$ cat src/rtl/dpram_fifo_ctrl.sv
// Sequencer that wraps a 16x8 dual-port RAM as a synchronous FIFO:
// pointers, occupancy, flags, one-cycle pop-valid timing and sticky error flags.
module dpram_fifo_ctrl #(
  parameter int unsigned ADDR_W = 4,
  parameter int unsigned DEPTH  = 16,
  parameter int unsigned DATA_W = 8
) (
  input  logic              clk,
  input  logic              reset_n,
  input  logic              flush,
  input  logic              push,
  input  logic [DATA_W-1:0] push_data,
  input  logic              pop,
  output logic              pop_valid,
  output logic [DATA_W-1:0] pop_data,
  output logic              full,
  output logic              empty,
  output logic [ADDR_W:0]   count,
  output logic              overflow,
  output logic              underflow,
  output logic              ram_wr_en,
  output logic [ADDR_W-1:0] ram_wr_addr,
  output logic [DATA_W-1:0] ram_data_in,
  output logic              ram_rd_en,
  output logic [ADDR_W-1:0] ram_rd_addr,
  input  logic [DATA_W-1:0] ram_data_out
);

  localparam logic [ADDR_W:0] DepthCnt = (ADDR_W + 1)'(DEPTH);
  localparam logic [ADDR_W:0] CntOne   = (ADDR_W + 1)'(1);

  logic [ADDR_W-1:0] wr_ptr_q, wr_ptr_d;
  logic [ADDR_W-1:0] rd_ptr_q, rd_ptr_d;
  logic [ADDR_W:0]   count_q, count_d;
  logic              pop_valid_q, pop_valid_d;
  logic              overflow_q, overflow_d;
  logic              underflow_q, underflow_d;
  logic              push_acc, pop_acc;

  // Flags come from the registered count only, so a same-cycle pop never
  // frees room for a push and a same-cycle push never feeds a pop.
  assign full  = (count_q == DepthCnt);
  assign empty = (count_q == '0);

  assign push_acc = push & ~full & ~flush;
  assign pop_acc  = pop & ~empty & ~flush;

  assign ram_wr_en   = push_acc;
  assign ram_wr_addr = wr_ptr_q;
  assign ram_data_in = push_data;
  assign ram_rd_en   = pop_acc;
  assign ram_rd_addr = rd_ptr_q;

  assign pop_valid = pop_valid_q;
  assign pop_data  = ram_data_out;
  assign count     = count_q;
  assign overflow  = overflow_q;
  assign underflow = underflow_q;

  always_comb begin
    wr_ptr_d    = wr_ptr_q;
    rd_ptr_d    = rd_ptr_q;
    count_d     = count_q;
    pop_valid_d = pop_acc;
    overflow_d  = overflow_q;
    underflow_d = underflow_q;

    if (flush) begin
      wr_ptr_d    = '0;
      rd_ptr_d    = '0;
      count_d     = '0;
      pop_valid_d = 1'b0;
      overflow_d  = 1'b0;
      underflow_d = 1'b0;
    end else begin
      // Pointers roll over naturally at ADDR_W bits.
      if (push_acc) wr_ptr_d = wr_ptr_q + 1'b1;
      if (pop_acc)  rd_ptr_d = rd_ptr_q + 1'b1;
      case ({push_acc, pop_acc})
        2'b10:   count_d = count_q + CntOne;
        2'b01:   count_d = count_q - CntOne;
        default: count_d = count_q;
      endcase
      if (push && full)  overflow_d  = 1'b1;
      if (pop  && empty) underflow_d = 1'b1;
    end
  end

  always_ff @(posedge clk or negedge reset_n) begin
    if (!reset_n) begin
      wr_ptr_q    <= '0;
      rd_ptr_q    <= '0;
      count_q     <= '0;
      pop_valid_q <= 1'b0;
      overflow_q  <= 1'b0;
      underflow_q <= 1'b0;
    end else begin
      wr_ptr_q    <= wr_ptr_d;
      rd_ptr_q    <= rd_ptr_d;
      count_q     <= count_d;
      pop_valid_q <= pop_valid_d;
      overflow_q  <= overflow_d;
      underflow_q <= underflow_d;
    end
  end

endmodule

$ cat config.mk
export PLATFORM = sky130hd
export DESIGN_NAME = dpram_fifo_ctrl
export DESIGN_NICKNAME = d
export VERILOG_FILES = /design/src/rtl/dpram_fifo_ctrl.sv
export SDC_FILE = /design/constraint.sdc
export NUM_CORES = 1
export LEC_CHECK = 0
export CAP_MARGIN = 25
export CORE_MARGIN = 2
export CORE_UTILIZATION = 39
export DETAILED_ROUTE_END_ITERATION = 7
export HOLD_SLACK_MARGIN = 0.02
export PLACE_DENSITY = 0.86
export SYNTH_ARGS = -nofsm -noshare
export SYNTH_HDL_FRONTEND = slang
export SYNTH_SLANG_ARGS = --single-unit
$ cat constraint.sdc
create_clock -name clk -period 3.6 [get_ports clk]
set_clock_uncertainty 0.2 [all_clocks]
set_input_delay 0.36 -clock clk [delete_from_list [all_inputs] [get_ports clk]]
set_output_delay 0.36 -clock clk [all_outputs]
set_load 0.005 [all_outputs]
After elaboration in Yosys (flattened, before gate mapping)
Cells that the tools add are included.
- equal/unequal tests: 3
- add/subtract/negate cells: 4
- bitwise gates (word level): 7
- reduce and logical (&&, ||, !) cells: 8
- multiplexer cells: 11
- operators with widths (kind ; number):
    $mux 4 ; 4
    $pmux 5 s2 ; 1
    $add 4x1->4 const B ; 2
    $reduce_bool 2->1 ; 4
    $add 5x1->5 const B ; 1
    $eq 5x5->1 const B ; 1
    $logic_not 5->1 ; 1
    $mux 1 ; 5
    $mux 5 ; 1
    $sub 5x1->5 const B ; 1
    $and 1x1->1 ; 4
    $not 1->1 ; 3
    $reduce_bool 3->1 ; 1
    $eq 2x1->1 const B ; 1
    $eq 2x2->1 const B ; 1
    $logic_and 1x1->1 ; 2
- register bits after elaboration: 16
- output and inout bits: 36
- bits of input ports: 21

Depth between registers and ports, before layout
Gate-level depths: netlist of the first run.
- depth after elaboration: 7
- depth in mapped cells: 10
- depth with buffers taken out: 9

Worst setup path after synthesis of the first run
OpenSTA, ideal clock, no wires.
- kind: reg2reg
- start: reg count_q[1] (netlist: count[1])
- end: reg count_q[4] (netlist: count[4])
- arrival: 2.505 ns
- slack: 0.770 ns
- path buffers: 0
- cell stages (with the launch flop): 10
- cells stage by stage: dfrtp_1 -> nor4_1 -> a21oi_1 -> nor3_1 -> inv_1 -> fa_1 -> nand2b_1 -> a21oi_1 -> a21boi_0 -> nor3_1
- longest elaborated chain between the ends: 7
- elaborated cells between the ends (all ways): 15
- classes of those cells: 2 x add/sub; 3 x eq/ne; 2 x mux; 6 x bitwise; 2 x reduce/logical
- ends and longest elaborated chain (what ; line ; RTL):
    from (decl) ; 34 ; logic [ADDR_W:0] count_q, count_d;
    from (signal assigned) ; 100 ; count_q <= count_d;
    $eq 5x5->1 or $logic_not 5->1 (tied branches) ; 42, 43 ;
    $not 1->1 (on tied branches) ; 45, 46 ;
    $and 1x1->1 (on tied branches) (2 in a row) ; 45, 46 ;
    $eq 2x1->1 or $eq 2x2->1 (tied branches) ; 79 ; case ({push_acc, pop_acc})
    $pmux 5 s2 ; 79 ;
    $mux 5 ; 68 ; if (flush) begin
Parallel ways exist; a longest one is shown, timed or not.
A chain may end at the register's enable or synchronous reset.

Worst setup path after layout of the first run
- start: reg count_q[0] (netlist: count[0])
- end: reg count_q[4] (netlist: count[4])
Same word-level chain as after synthesis.

==> flow_summary.ini, run 1 <==
[timing]
rsz0062_at_grt = false
fmax_ghz = 0.320
maxSlewViolCount = 0
period_minus_slack_ps = 3120
tightest_slew_ps = 731
hold-worst-slack_ps = 289
final-setup-viol-count = 0
fin_crit_sh_pct = 86.7
relSlewSlack_pct = 51.1
finalWorstSetupSlack_ps = 478
tns_ps = 0
hold_viol = 0

[logic_synthesis]
synth_mux_area_share_pct = 3.20
syn_nets = 148
syn_area_per_cell_sq_um = 9.05
synth_xor_area_share_pct = 5.60
synth-simple-area-share_pct = 18.2
synth_area_sq_um = 1090
synth_top_family_by_area = simple AND/OR/NAND/NOR gates
synthDistinctLibCells = 37
synth_fa_ha_area_share_pct = 7.54
seq_area_frac_synth_pct = 36.6
ys.warnings.count = 0
synth_cells = 121
synth-edff-count = 0
synth-seq-cells = 16
synthFlopType = dfrtp_1
synth_compound_area_share_pct = 13.5
synthArstFlopShare_pct = 100

[clocking]
cts.sinks = 16
cts_resized = 0
cts_buffers = 3
postCtsSetupBuffers = 0
cts.reportedPaths.clkPinSlew_ps = 110
clock_latency_ps = 290
cts_root_buffer = clkbuf_4
cts_buffer_depth = 2
h-tree-depth = 1
cts_tree = yes
hold_buffers = 0

[critical_path]
reg2reg_slack_ps = 480
timing.rr.start = count[0]$_DFFE_PN0P_
cp_slowest_stage_delay_ps = 490
critPathCaptureType = register
crit_type = reg -> reg
crit_path_start_kind = register
critical-path-top-delay-family = simple AND/OR/NAND/NOR gates
cp_max_fo = 7
rr_endpoint = count[4]$_DFFE_PN0P_
worst-path-buf-inv = 1
worst_path_max_delay_cell = nor3_1
cp_data_required_time_ps = 3590
crit_chain = nor4_2 > a21oi_1 > nor3_1 > inv_1 > fa_1 > nand2b_1 > a21oi_1 > a21boi_0 > nor3_1
reg2regPathDepth = 9
arrival_ps = 3110

[drt]
wl_per_cell_um = 15.5
wl_mm = 2.48
drc = 0
vias_per_cell = 5.76
ant_nets = 0
dr.pass1.iters = 4
dr_total_vias = 922
drt_iter0_markers = 26

[die]
core_sq_um = 2710
core.rowCount = 19
die_w_um = 57.0
dieArea_sq_um = 3250
start_util_pct = 40.4
ios = 57
die_h_um = 57.0

[placed_design]
port-buffer-count = 24
hpwl_mm = 1.77
gp_congestion = 0.878
dp_slack_ps = 381

[pwr]
p_leak_nw = 0.569
ir_worst_vdd_uv = 385
cellPowerDensity_nw_per_um2 = 684

[grt]
grt_pass1_wl_mm = 4.05
grt_usage_pct = 16.0
grt_max_degree = 21
grt_pass1_vias = 943
antenna_found_initial = 0
grt-ovfl-total = 0

[min_path]
hold_path.class = in -> async

[finish]
fill_cells = 257
n_antenna_cell = 0
area_delta_synth_final_pct = 17.0
layout-drive-gt1-share_pct = 10.9
final_cell_mix = 24 x clkdlybuf4s50_1, 18 x nor2_1, 16 x dfrtp_1
final_common_cell = clkdlybuf4s50_1
multi_input_area_sq_um = 532
final_util_pct = 47.3
regArea_sq_um = 400
nNetsFinal = 157

[flow_run]
cap_viol_max_count = 0

[run_status]
status = finished clean
==> worst max path at each step <==
stage | cells past startpoint | endpoint | startpoint | slack, ps
2_1_floorplan | 9 | count[4]$_DFFE_PN0P_ | count[1]$_DFFE_PN0P_ | 770
3_3_place_gp | 9 | count[4]$_DFFE_PN0P_ | count[1]$_DFFE_PN0P_ | 610
3_5_place_dp | 9 | count[4]$_DFFE_PN0P_ | count[0]$_DFFE_PN0P_ | 380
4_1_cts | 9 | count[4]$_DFFE_PN0P_ | count[0]$_DFFE_PN0P_ | 330
5_1_grt | 9 | count[4]$_DFFE_PN0P_ | count[0]$_DFFE_PN0P_ | 210
6_report | 9 | count[4]$_DFFE_PN0P_ | count[0]$_DFFE_PN0P_ | 480
==> report_power, final <==
group          switching (mW)  total, mW  internal [mW]
clock                  0.0605      0.122         0.0616
sequential             0.0609      0.282          0.221
combinational           0.225      0.472          0.247
total                   0.346      0.876          0.529
==> registers in the layout (all words and copies together) (netlist names) <==
signal and count:
count 5, overflow 1, pop_valid 1, ram_rd_addr 4, ram_wr_addr 4, underflow 1
==> cell families after synthesis <==
family / Yosys count
AND/OR/NAND/NOR: 40
flip-flops: 16
XOR/XNOR: 7
adder cells (fa/ha/maj): 6
multiplexers: 3
buffers and inverters: 27
AO/OA/AOI/OAI: 22
==> layer usage <==
metal	vias up	track usage [%]	share of wire [%]
li1	411	-	-
met1	448	19.1	39
met2	43	24.8	47
met3	20	4.31	8.5
met4	0	12.0	4.8
met5	-	0	0
==> layout make-up <==
class	count	area share, %
Tap cell	31	3.03
Inverter	5	1.46
Clock buffer	4	2.83
Multi-Input combinational cell	78	41.5
Sequential cell	16	31.2
Timing Repair Buffer	26	19.9
==> worst register-to-register path: stages, from the launching register on <==
cell	delay, ps
dfrtp_1	470
nor4_2	430
a21oi_1	240
nor3_1	490
inv_1	110
fa_1	410
nand2b_1	160
a21oi_1	220
a21boi_0	210
nor3_1	80
==> synthesized netlist by cell type (2+ instances only) <==
| master | count | share of area, % |
|---|---|---|
| a21oi_1 | 7 | 3.2 |
| buf_4 | 16 | 11 |
| clkbuf_1 | 5 | 1.7 |
| dfrtp_1 | 16 | 37 |
| ha_1 | 5 | 5.7 |
| inv_1 | 5 | 1.7 |
| mux2i_1 | 2 | 1.8 |
| nand2_1 | 2 | 0.69 |
| nand2b_1 | 3 | 1.7 |
| nand3_1 | 5 | 2.3 |
| nor2_1 | 18 | 6.2 |
| nor3_1 | 3 | 1.4 |
| o211ai_1 | 3 | 2.1 |
| o21ai_0 | 2 | 0.91 |
| or2_2 | 2 | 1.1 |
| xnor2_1 | 2 | 1.6 |
| xor2_1 | 5 | 4.0 |
==> metrics by stage <==
stage / std cells / area (sq um) / power (mW)
finish: 160 / 1280 / 0.876
global route: 160 / 1280 / 0.929
CTS: 160 / 1270 / 0.865
detailed placement: 156 / 1240 / 0.738
global placement: 156 / 1240 / 0.718
floorplan: 121 / 1090 / 0.578
Note: power is estimated with default switching activity, not from simulation.
==> inputs of run 2 (changes only) <==
clock period = 3.4 ns   (was 3.6 ns; I/O delays follow)
==> run 2 against run 1 <==
Effect of this change:
- sequential share of layout area is essentially flat
- combinational power rose by 5.5%
- wire length fell by 5.3%
- sequential power grew 5%
- die area did not move
==> flow_summary.ini, run 2 (synthesis results as in run 1) <==
[critical_path]
cp_max_fo = 6
cp_data_required_time_ps = 3400
cp_slowest_stage_delay_ps = 460
crit_chain = nor4_1 > buf_4 > a21oi_1 > nor3_1 > inv_1 > fa_1 > nand2b_1 > a21oi_1 > a21boi_0 > nor3_1
critPathCaptureType = register
arrival_ps = 3020
worst_path_max_delay_cell = dfrtp_1
critical-path-top-delay-family = simple AND/OR/NAND/NOR gates
crit_type = reg -> reg
crit_path_start_kind = register
worst-path-buf-inv = 2

[finish]
n_antenna_cell = 0
nNetsFinal = 158
area_delta_synth_final_pct = 17.1
final_cell_mix = 24 x clkdlybuf4s50_1, 18 x nor2_1, 16 x dfrtp_1
largest_reg_flops = 5
layout-drive-gt1-share_pct = 10.8
fill_cells = 256
final_common_cell = clkdlybuf4s50_1

[pwr]
ir_worst_vdd_uv = 388
cellPowerDensity_nw_per_um2 = 723
total_power_mw = 0.927
seqPwrFrac_pct = 31.9
p_leak_nw = 0.573
p_sw_share_pct = 38.8
pwr-share-clk_pct = 14.3
p_sw_mw = 0.359
internal_power_mw = 0.568
p_comb_share_pct = 53.8

[die]
die_w_um = 57.0
die_h_um = 57.0
dieArea_sq_um = 3250
start_util_pct = 40.4
core_sq_um = 2710
core.rowCount = 19
ios = 57

[timing]
final-setup-viol-count = 0
relSlewSlack_pct = 51.5
hold_viol = 0
fmax_ghz = 0.331
maxSlewViolCount = 0
fin_crit_sh_pct = 88.8
rsz0062_at_grt = false
tns_ps = 0
finalWorstSetupSlack_ps = 380
tightest_slew_ps = 725
hold-worst-slack_ps = 256
period_minus_slack_ps = 3020

[drt]
dr_total_vias = 869
vias_per_cell = 5.40
drc = 0
drt_iter0_markers = 26
wl_mm = 2.35
dr.pass1.iters = 4
ant_nets = 0
wl_per_cell_um = 14.6

[placed_design]
dp_slack_ps = 304
port-buffer-count = 24
hpwl_mm = 1.77
gp_congestion = 0.871

[clocking]
h-tree-depth = 1
cts_root_buffer = clkbuf_4
cts.sinks = 16
clock_latency_ps = 300
cts_buffers = 3
hold_buffers = 0
cts.reportedPaths.clkPinSlew_ps = 110
postCtsSetupBuffers = 0
cts_buffer_depth = 2
cts_resized = 0
cts_tree = yes

[flow_run]
cap_viol_max_count = 0

[grt]
grt_max_degree = 21
grt_pass1_vias = 838
antenna_found_initial = 0
grt-ovfl-total = 0
grt_usage_pct = 15.3
grt_pass1_wl_mm = 3.87

[run_status]
status = finished clean

[min_path]
hold_path.class = in -> async
==> run 2: changes by cell type in the layout (fill, tap and decap cells not counted), sizes merged <==
cell and change:
buf +1
==> run 2: power by group through the flow <==
stage,logic (mW),clock network (mW),registers [mW]
after detailed placement,0.497,0,0.300
after floorplan,0.328,0,0.285
after global routing,0.544,0.140,0.306
final,0.498,0.132,0.296
after CTS,0.500,0.135,0.297
after global placement,0.477,0,0.297
==> run 2: cell type report <==
cell class / count / area, sq um / area share, %
sequential: 16 / 400 / 31.2
multi-input combinational: 78 / 526 / 41.0
tap: 31 / 38.8 / 3.02
clock buffer: 4 / 36.3 / 2.83
inverter: 5 / 18.8 / 1.46
timing repair buffer: 27 / 263 / 20.5
==> run 2: per-stage QoR <==
stage | utilization [%] | area [sq um] | std cells
2_1_floorplan | - | 1090 | 121
3_3_place_gp | 46.0 | 1250 | 157
3_5_place_dp | 46.0 | 1250 | 157
4_1_cts | 47.3 | 1280 | 161
5_1_grt | 47.3 | 1280 | 161
6_report | 47.3 | 1280 | 161
==> run 2: metal layers <==
layer  up-vias  share of wire [%]  GRT usage (%)
met4         0                2.9           7.64
met3        15                7.1           3.63
met1       409                 42           18.7
li1        412                  -              -
met5         -                  0              0
met2        33                 48           25.1
==> run 2: worst paths after layout <==
check	start	end	slack, ps	depth (start not counted)
worst max-delay path	count[1]$_DFFE_PN0P_	count[4]$_DFFE_PN0P_	380	10
worst min-delay path	reset_n	count[3]$_DFFE_PN0P_	260	1
worst max register to register	count[1]$_DFFE_PN0P_	count[4]$_DFFE_PN0P_	380	10
worst min register to register	underflow$_DFFE_PN0P_	underflow$_DFFE_PN0P_	320	2
max in group asynchronous	reset_n	ram_wr_addr[1]$_DFFE_PN0P_	2280	1
min in group clk	underflow$_DFFE_PN0P_	underflow$_DFFE_PN0P_	320	2
==> run 2: worst reg2reg max path: stages (launching register included) <==
cell and delay (ps):
dfrtp_1 460, nor4_1 320, buf_4 180, a21oi_1 120, nor3_1 440, inv_1 110, fa_1 420, nand2b_1 160
a21oi_1 210, a21boi_0 230, nor3_1 80
==> inputs of run 3 (changes only) <==
PLACE_DENSITY = 0.79   (was 0.86)
==> run 3 against run 2 <==
Effect of this change:
- sequential power about the same
- total power decreased by 0.42%
- critical path depth did not move
- combinational power about the same
- final area stayed put
- first-iteration DRC count decreased by 50%
- hold slack gained 14 ps
- global-route usage rose by 0.39 points
- critical path type unchanged
- largest power group unchanged
==> flow_summary.ini, run 3 (synthesis results as in run 1) <==
[timing]
hold-worst-slack_ps = 270
maxSlewViolCount = 0
rsz0062_at_grt = false
tns_ps = 0
relSlewSlack_pct = 52.6
fin_crit_sh_pct = 88.6
hold_viol = 0
fmax_ghz = 0.332
final-setup-viol-count = 0
period_minus_slack_ps = 3010
tightest_slew_ps = 709

[finish]
n_antenna_cell = 0
fill_cells = 267
final_common_cell = clkdlybuf4s50_1
nNetsFinal = 158
area_delta_synth_final_pct = 17.1
layout-drive-gt1-share_pct = 10.8
largest_reg_flops = 5
final_cell_mix = 24 x clkdlybuf4s50_1, 18 x nor2_1, 16 x dfrtp_1

[clocking]
cts_buffers = 3
cts_resized = 0
clock_latency_ps = 290
cts.sinks = 16
hold_buffers = 0
cts_tree = yes
cts_root_buffer = clkbuf_4
cts.reportedPaths.clkPinSlew_ps = 100
h-tree-depth = 1
postCtsSetupBuffers = 0
cts_buffer_depth = 2

[critical_path]
cp_max_fo = 6
crit_path_start_kind = register
rr_endpoint = count[4]$_DFFE_PN0P_
timing.rr.start = count[1]$_DFFE_PN0P_
reg2reg_slack_ps = 390
cp_data_required_time_ps = 3380
critPathCaptureType = register
reg2regPathDepth = 10
arrival_ps = 2990
crit_type = reg -> reg

[placed_design]
gp_congestion = 0.860
hpwl_mm = 1.78
port-buffer-count = 24

[drt]
drc = 0
wl_mm = 2.31
ant_nets = 0
dr_total_vias = 865
wl_per_cell_um = 14.4
vias_per_cell = 5.37
dr.pass1.iters = 4
drt_iter0_markers = 13

[grt]
grt_usage_pct = 15.6
grt_max_degree = 21
use_met2_pct = 25.0
grt_use_met1_pct = 20.2
busiest_layer = met2
antenna_found_initial = 0
met3_usage_pct = 3.85
grt-ovfl-total = 0
grt_pass1_wl_mm = 4.00
grt_pass1_vias = 855

[die]
core_sq_um = 2710
core.rowCount = 19
ios = 57
start_util_pct = 40.4
dieArea_sq_um = 3250
die_w_um = 57.0
die_h_um = 57.0

[pwr]
ir_worst_vdd_uv = 370
p_leak_nw = 0.573
cellPowerDensity_nw_per_um2 = 720

[flow_run]
cap_viol_max_count = 0

[min_path]
hold_path.class = in -> async

[run_status]
status = finished clean
-- run 3: cell counts in the layout (fill, tap and decap cells not counted) --
Identical to the previous run, type by type.
-- run 3: cell type report --
class                   instances  area [sq um]  area share [%]
well taps                      31          38.8            3.02
multi-input cells              78           526            41.0
repair buffers                 27           263            20.5
flip-flops and latches         16           400            31.2
clock buffers                   4          36.3            2.83
inverters                       5          18.8            1.46
-- run 3: metrics by stage --
stage	power, mW	instances	util [%]	worst slack [ps]	instance area [sq um]
after global routing	1.00	161	47.3	83.0	1280
after CTS	0.927	161	47.3	372	1280
final	0.923	161	47.3	387	1280
after global placement	0.777	157	46.0	474	1250
after floorplan	0.612	121	-	570	1090
after detailed placement	0.794	157	46.0	245	1250
-- run 3: critical path, cell delays in order (launching register included) --
cell      delay [ps]
dfrtp_1          460
nor4_1           290
buf_4            170
a21oi_1          120
nor3_1           430
inv_1            110
fa_1             410
nand2b_1         160
a21oi_1          220
a21boi_0         240
nor3_1            80
-- run 3: worst max path at each step --
stage                                    start                   end  slack [ps]
final                     count[1]$_DFFE_PN0P_  count[4]$_DFFE_PN0P_         390
after global routing      count[1]$_DFFE_PN0P_  count[4]$_DFFE_PN0P_          80
after CTS                 count[1]$_DFFE_PN0P_  count[4]$_DFFE_PN0P_         370
after detailed placement                  push  count[4]$_DFFE_PN0P_         240
after global placement                    push  count[4]$_DFFE_PN0P_         470
after floorplan           count[1]$_DFFE_PN0P_  count[4]$_DFFE_PN0P_         570
-- run 3: report_power, final --
group          switching (mW)  total, mW  internal (mW)
registers              0.0633      0.297          0.234
clock network          0.0635      0.129         0.0652
logic                   0.227      0.497          0.269
-- run 3: metal layers --
metal,vias up,wire length (um)
met5,-,0
met4,0,24
met3,4,183
met2,38,1100
met1,410,1000
li1,413,-
